File: src/rtl/upsample2x_pkg.sv
// Shared types and constants for the 2x nearest-neighbour upscaler.
package upsample2x_pkg;

    localparam int DATA_W  = 12;  // signed activation width
    localparam int COORD_W = 10;  // output coordinate width (up to 1024 columns/rows)

    typedef logic signed [DATA_W-1:0] pixel_t;
    typedef logic        [COORD_W-1:0] coord_t;

    // ROW_EVEN: accept input and emit each pixel twice
    // PREFETCH: bubble while the first line-buffer entry is read
    // ROW_ODD:  replay the buffered row, each entry twice
    typedef enum logic [1:0] {
        ROW_EVEN = 2'd0,
        PREFETCH = 2'd1,
        ROW_ODD  = 2'd2
    } state_e;

endpackage

File: src/rtl/upsample2x_if.sv
// Stream interface: input pixel handshake plus output pixel/coordinate handshake.
interface upsample2x_if;
    import upsample2x_pkg::*;

    logic   valid_in;
    pixel_t data_in;
    logic   in_ready;
    logic   valid_out;
    pixel_t data_out;
    coord_t x_out;
    coord_t y_out;
    logic   frame_end;
    logic   out_ready;

    // Upscaler side
    modport slave (
        input  valid_in, data_in, out_ready,
        output in_ready, valid_out, data_out, x_out, y_out, frame_end
    );

    // Upstream source / downstream sink side
    modport master (
        output valid_in, data_in, out_ready,
        input  in_ready, valid_out, data_out, x_out, y_out, frame_end
    );

endinterface

File: src/rtl/upsample2x_line_buffer.sv
// One-row line buffer: single write port, single synchronous (1-cycle) read port.
module upsample2x_line_buffer
    import upsample2x_pkg::*;
#(
    parameter int DEPTH  = 64,
    parameter int ADDR_W = $clog2(DEPTH)
) (
    input  logic              clk,
    input  logic              wr_en,
    input  logic [ADDR_W-1:0] wr_addr,
    input  pixel_t            wr_data,
    input  logic              rd_en,
    input  logic [ADDR_W-1:0] rd_addr,
    output pixel_t            rd_data
);

    pixel_t mem [DEPTH];
    pixel_t rd_data_q;

    // Storage write and registered read; read data holds until the next read.
    // NOTE: storage deliberately has no reset -- every entry is rewritten in the
    // even row before the odd row reads it, so a reset would only cost area.
    // NOTE: non-blocking (<=) in clocked blocks so every flop samples pre-edge values.
    always_ff @(posedge clk) begin
        if (wr_en) begin
            mem[wr_addr] <= wr_data;
        end
        if (rd_en) begin
            rd_data_q <= mem[rd_addr];
        end
    end

    assign rd_data = rd_data_q;

endmodule

File: src/rtl/upsample2x.sv
// Nearest-neighbour 2x upscaler: each input pixel becomes a 2x2 output block.
// Even output rows come straight from the hold register; odd output rows are
// replayed from the line buffer.
module upsample2x
    import upsample2x_pkg::*;
#(
    parameter int W_IN = 64,
    parameter int H_IN = 64
) (
    input logic        clk,
    input logic        rst,
    upsample2x_if.slave bus
);

    localparam int ADDR_W = $clog2(W_IN);
    localparam int COL_W  = $clog2(W_IN + 1);  // column counter must reach W_IN
    localparam int ROW_W  = $clog2(H_IN + 1);

    localparam logic [COL_W-1:0] COL_END  = COL_W'(W_IN);
    localparam logic [COL_W-1:0] COL_LAST = COL_W'(W_IN - 1);
    localparam logic [ROW_W-1:0] ROW_LAST = ROW_W'(H_IN - 1);

    state_e             state_q, state_d;
    logic [COL_W-1:0]   col_q, col_d;     // even row: pixels accepted; odd row: entry shown
    logic [ROW_W-1:0]   row_q, row_d;
    logic               phase_q, phase_d; // 0: first copy, 1: second copy
    logic               valid_q, valid_d; // hold register occupied == valid_out
    pixel_t             data_q, data_d;
    coord_t             x_q, x_d;
    coord_t             y_q, y_d;

    logic [COL_W-1:0]   col_inc;
    logic               in_ready_c;
    logic               in_fire;
    logic               out_fire;

    logic               lb_wr_en;
    logic               lb_rd_en;
    logic [ADDR_W-1:0]  lb_rd_addr;
    pixel_t             lb_rd_data;

    assign col_inc  = col_q + COL_W'(1);
    // A new pixel may enter while the hold register is empty or is being
    // vacated by its second copy this very cycle (gap-free back-to-back).
    assign in_ready_c = !rst && (state_q == ROW_EVEN) && (col_q < COL_END)
                        && (!valid_q || (phase_q && bus.out_ready));
    assign in_fire  = bus.valid_in && in_ready_c;
    assign out_fire = valid_q && bus.out_ready;

    upsample2x_line_buffer #(
        .DEPTH  (W_IN),
        .ADDR_W (ADDR_W)
    ) u_line_buffer (
        .clk     (clk),
        .wr_en   (lb_wr_en),
        .wr_addr (col_q[ADDR_W-1:0]),
        .wr_data (bus.data_in),
        .rd_en   (lb_rd_en),
        .rd_addr (lb_rd_addr),
        .rd_data (lb_rd_data)
    );

    // Next-state, counters, hold/phase and line-buffer control.
    // NOTE: every signal is defaulted first so no path can infer a latch.
    always_comb begin
        state_d    = state_q;
        col_d      = col_q;
        row_d      = row_q;
        phase_d    = phase_q;
        valid_d    = valid_q;
        data_d     = data_q;
        x_d        = x_q;
        y_d        = y_q;
        lb_wr_en   = 1'b0;
        lb_rd_en   = 1'b0;
        lb_rd_addr = col_q[ADDR_W-1:0];

        case (state_q)
            ROW_EVEN: begin
                if (in_fire) begin
                    lb_wr_en = 1'b1;
                    data_d   = bus.data_in;
                    valid_d  = 1'b1;
                    phase_d  = 1'b0;
                    x_d      = coord_t'(col_q) << 1;
                    y_d      = coord_t'(row_q) << 1;
                    col_d    = col_inc;
                end else if (out_fire) begin
                    if (!phase_q) begin
                        phase_d = 1'b1;
                        x_d     = x_q + coord_t'(1);
                    end else begin
                        valid_d = 1'b0;
                        phase_d = 1'b0;
                        if (col_q == COL_END) begin
                            state_d = PREFETCH;
                            col_d   = '0;
                        end
                    end
                end
            end

            PREFETCH: begin
                lb_rd_en = 1'b1;  // address 0, data ready next cycle
                state_d  = ROW_ODD;
                valid_d  = 1'b1;
                phase_d  = 1'b0;
                x_d      = '0;
                y_d      = (coord_t'(row_q) << 1) | coord_t'(1);
            end

            ROW_ODD: begin
                if (out_fire) begin
                    if (!phase_q) begin
                        phase_d = 1'b1;
                        x_d     = x_q + coord_t'(1);
                    end else if (col_q == COL_LAST) begin
                        valid_d = 1'b0;
                        phase_d = 1'b0;
                        state_d = ROW_EVEN;
                        col_d   = '0;
                        row_d   = (row_q == ROW_LAST) ? '0 : row_q + ROW_W'(1);
                    end else begin
                        lb_rd_en   = 1'b1;
                        lb_rd_addr = col_inc[ADDR_W-1:0];
                        col_d      = col_inc;
                        phase_d    = 1'b0;
                        x_d        = x_q + coord_t'(1);
                    end
                end
            end

            default: begin
                state_d = ROW_EVEN;
            end
        endcase
    end

    // State and output registers; reset abandons any partial frame.
    always_ff @(posedge clk or posedge rst) begin
        if (rst) begin
            state_q <= ROW_EVEN;
            col_q   <= '0;
            row_q   <= '0;
            phase_q <= 1'b0;
            valid_q <= 1'b0;
            data_q  <= '0;
            x_q     <= '0;
            y_q     <= '0;
        end else begin
            state_q <= state_d;
            col_q   <= col_d;
            row_q   <= row_d;
            phase_q <= phase_d;
            valid_q <= valid_d;
            data_q  <= data_d;
            x_q     <= x_d;
            y_q     <= y_d;
        end
    end

    // Odd rows show the line-buffer read register directly; it only changes on
    // a second-copy transfer, so it stays stable while stalled.
    assign bus.in_ready  = in_ready_c;
    assign bus.valid_out = valid_q;
    assign bus.data_out  = (state_q == ROW_ODD) ? lb_rd_data : data_q;
    assign bus.x_out     = x_q;
    assign bus.y_out     = y_q;
    assign bus.frame_end = valid_q && (state_q == ROW_ODD) && phase_q
                           && (col_q == COL_LAST) && (row_q == ROW_LAST);

endmodule

File: src/flat_wrapper.sv
// flat-port wrapper written by rule: the top's interface ports become plain ports
module upsample2x_flat import upsample2x_pkg::*;
#(
    parameter int W_IN = 64,
    parameter int H_IN = 64
)
  (clk, rst, bus_valid_in, bus_data_in, bus_out_ready, bus_in_ready, bus_valid_out, bus_data_out, bus_x_out, bus_y_out, bus_frame_end);
  upsample2x_if bus_i ();
  input logic clk;
  input logic rst;
  input wire logic [$bits(bus_i.valid_in)-1:0] bus_valid_in;
  input wire logic [$bits(bus_i.data_in)-1:0] bus_data_in;
  input wire logic [$bits(bus_i.out_ready)-1:0] bus_out_ready;
  output wire logic [$bits(bus_i.in_ready)-1:0] bus_in_ready;
  output wire logic [$bits(bus_i.valid_out)-1:0] bus_valid_out;
  output wire logic [$bits(bus_i.data_out)-1:0] bus_data_out;
  output wire logic [$bits(bus_i.x_out)-1:0] bus_x_out;
  output wire logic [$bits(bus_i.y_out)-1:0] bus_y_out;
  output wire logic [$bits(bus_i.frame_end)-1:0] bus_frame_end;
  assign bus_i.valid_in = bus_valid_in;
  assign bus_i.data_in = bus_data_in;
  assign bus_i.out_ready = bus_out_ready;
  assign bus_in_ready = bus_i.in_ready;
  assign bus_valid_out = bus_i.valid_out;
  assign bus_data_out = bus_i.data_out;
  assign bus_x_out = bus_i.x_out;
  assign bus_y_out = bus_i.y_out;
  assign bus_frame_end = bus_i.frame_end;
  upsample2x #(.W_IN(W_IN), .H_IN(H_IN)) u_core (.clk(clk), .rst(rst), .bus(bus_i));
endmodule
File: config.mk
export PLATFORM = sky130hd
export DESIGN_NAME = upsample2x_flat
export DESIGN_NICKNAME = d
export VERILOG_FILES = /design/src/rtl/upsample2x_pkg.sv /design/src/rtl/upsample2x_if.sv /design/src/rtl/upsample2x_line_buffer.sv /design/src/rtl/upsample2x.sv /design/src/flat_wrapper.sv
export SDC_FILE = /design/constraint.sdc
export NUM_CORES = 1
export LEC_CHECK = 0
export CORE_MARGIN = 3
export CORE_UTILIZATION = 62
export DETAILED_ROUTE_END_ITERATION = 10
export PLACE_DENSITY = 0.79
export SYNTH_ARGS = -nofsm -noshare
export SYNTH_HDL_FRONTEND = slang
export SYNTH_SLANG_ARGS = --single-unit
File: constraint.sdc
create_clock -name clk -period 4.1 [get_ports clk]
set_input_delay 0.615 -clock clk [delete_from_list [all_inputs] [get_ports clk]]
set_output_delay 0.615 -clock clk [all_outputs]
set_load 0.05 [all_outputs]
==> impl_metrics.ini <==
[run]
timing.max_cap.violations = 0

[floorplan]
design.die.area_mm2 = 0.05682
core_mm2 = 0.05297
start_util_pct = 63.20
design.portCount = 51
die_w_um = 238.4
std_cell_rows = 84
die_h_um = 238.4

[synthesis]
flip_flop_cell_with_the_highest_count_after_synthesis = edfxtp_1
yosysSeqAreaShare_pct = 73.55
synth.cell_area_mm2 = 0.03348
synthesis_warning_total = 0
mean_cell_area_of_the_mapped_netlist_um2 = 13.99
number_of_distinct_library_cells_after_synthesis = 66
post_synth_inst_count = 2393
synth-edff-count = 780
cell_accounting_for_the_most_synthesized_area = edfxtp_1
async_reset_ff_share_pct = 5.797
synthTopCellsByArea = edfxtp_1, nand2_1, dfrtp_1
post_synth_top_area_share_pct = 69.96
synth.ff_latch_count = 828

[clock_network]
clock_tree.buffer_depth = 3
htree_levels = 3
cts_setup_buffers = 0
clockRootBuffer = clkbuf_16
post_cts_hold_buffer_count = 0
clkSlewWorstSetupHoldPaths_ns = 0.07
numCtsBuffers = 81
worst_skew_pair.late_latency_ns = 0.64
cts-resized-gates = 0
tritoncts_num_sinks = 828
tritoncts_clock_tree = yes

[routing]
ant_nets = 0
first_iter_violations = 3616
totalWireLength_mm = 92.53
drc = 0
detailedRoute.firstPassIterationCount = 9
drt-wirelength-per-cell_um = 27.97
num_vias = 22130
route.detailed.vias_per_inst = 6.690

[cells_and_area]
fin_nets = 2579
post-route-cell-area_mm2 = 0.03815
area.growth.synth_to_final_pct = 13.96
final_layout_size_suffix_gt1_share_pct = 15.21
layout.cells.most_common = edfxtp_1
number_of_filler_instances_in_the_final_layout = 3275
mostFrequentLayoutCells = edfxtp_1, nand2_1, nand3_1

[worst_setup_path]
largest_stage_delay_on_the_critical_path_ns = 0.62
timing.critical_path.from = u_core.col_q[6]
worst-endpoint-required_ns = 4.58
crit_arrival_ns = 4.51
critical_path_peak_fanout = 45
crit_slowest_cell = a21oi_1
crit_path_start_kind = register
worst_reg2reg_endpoint = u_core.u_line_buffer.rd_data[4]
reg2reg_from = u_core.col_q[6]
reg2reg_depth = 13
setup.worst_path.class = register to register
rrSetupSlack_ns = 0.07
worstSetupEndpointType = register
chain_of_cells_forming_the_critical_path = nand3b_2 > nor2_4 > inv_1 > ha_1 > a21o_4 > buf_12 > buf_12 > nand2_1 > nand3_1 > nand3_1 > a21oi_1 > a211oi_1 > a22oi_1

[grt]
via_count_of_the_first_global_routing_pass = 21590
grt-ovfl-total = 0
initial_antenna_violation_count = 2
total_global_routing_track_utilization_pct = 32.90
grt_first_pass_wirelength_mm = 137.6
grt_max_degree = 57

[timing]
tns_ns = 0
fmax_mhz = 248.1
maxSlewViolCount = 0
min_period_over_period_pct = 98.29
setup_repair_after_global_routing_missed_its_margin = no
timing.final.crit_period_ns = 4.030
timing.final.ws_setup_ns = 0.07010
hold_viol = 0
tightest_slew_ns = 1.321
finalClockSkew_ns = 0.02927
slew-limit-headroom_pct = 11.93
setup_viol_count_final = 0

[power]
pwr_density_cell_mw_per_mm2 = 562.9
post-layout-total-power_w = 0.02147
leakage_nw = 13.05
worst_ir_drop_vdd_uv = 396.9

[placement]
detailedPlacementHpwl_mm = 57.08
post_dp_cell_area_mm2 = 0.03557
dp_worst_setup_slack_ns = 0.1050
port_buffers = 48
routabilityCongestion = 0.9513

[outcome]
outcome = complete, no violations

[worst_hold_path]
min-delay-path-class = register to register
worst_hold_path.num_cells = 2
worstHoldStart = u_core.data_q[4]
min_to = u_core.data_q[4]
==> critical path: cells and delay by family, from the launching register on <==
kind                     cells  cell delay, ns
AO/OA/AOI/OAI                4            1.52
AND/OR/NAND/NOR              5            0.77
buffers and inverters        3            0.60
adder cells (fa/ha/maj)      1            0.48
flip-flops                   1            0.43
==> routing by layer <==
layer / global-route usage [%] / part of all wire [%]
met5: 0 / 0.014
met4: 15.63 / 5.0
met3: 8.010 / 13
met2: 50.83 / 46
met1: 44.88 / 35
==> logic make-up after synthesis <==
logic type	share of synthesized area, %
simple gates	12.28
compound gates	6.346
fa+ha+maj	0.4111
xor+xnor	0.05233
mux	4.933
flops	73.55
buf+inv	2.411
other cells	0.01120
==> through the flow <==
step	util [%]	hold slack [ns]	instances
2_1_floorplan	-	0.4417	2394
3_3_place_gp	67.15	0.4557	3157
3_5_place_dp	67.15	0.4608	3157
4_1_cts	72.01	0.4756	3305
5_1_grt	72.01	0.5037	3305
6_report	72.02	0.4731	3308
==> cells in the mapped netlist, drive strengths merged (6+ instances only) <==
master	instances
inv	9
nand2	627
a21oi	84
nand3	186
edfxtp	780
nand4	7
a22oi	9
a31oi	95
o21ai	36
or2	6
nor2	66
mux2i	45
or3	8
ha	11
buf	101
nor3	33
dfrtp	48
a211oi	20
and3	17
mux4	42
a32o	37
mux2	22
o31ai	6
clkbuf	44
==> state kept, by name, indices dropped and copies added, names as in the netlist <==
name and count:
u_core.data_q 12, u_core.row_q 7, u_core.col_q 7, u_core.bus.x_out 10, u_core.bus.y_out 8, u_core.u_line_buffer.rd_data 12
u_core.phase_q 1, u_core.state_q 2, u_core.u_line_buffer.mem 768, u_core.bus.valid_out 1
==> final cells by class <==
type / instances / area (µm²) / share of cell area [%]
well taps: 688 / 860.8 / 2.256
flip-flops and latches: 828 / 24620 / 64.54
multi-input cells: 1412 / 8189 / 21.47
diodes: 3 / 7.507 / 0.01968
repair buffers: 220 / 1862 / 4.880
clock inverters: 41 / 366.6 / 0.9609
clock buffers: 107 / 2207 / 5.785
inverters: 9 / 33.78 / 0.08855
==> report_power, final <==
group,switching (W),total [W],internal (W)
logic,0.00314,0.00470,0.00157
clock network,0.00315,0.00728,0.00413
registers,0.0000913,0.00949,0.00940
total,0.00638,0.0215,0.0151
==> how the worst max path moves through the flow <==
stage	end	cells past startpoint
final	u_core.u_line_buffer.rd_data[4]	13
after global placement	u_core.u_line_buffer.rd_data[2]	9
after global routing	u_core.u_line_buffer.rd_data[4]	14
after CTS	u_core.u_line_buffer.rd_data[4]	13
after detailed placement	u_core.u_line_buffer.rd_data[4]	11
after floorplan	u_core.u_line_buffer.rd_data[10]	14
Power figures use the tool's default switching activity.
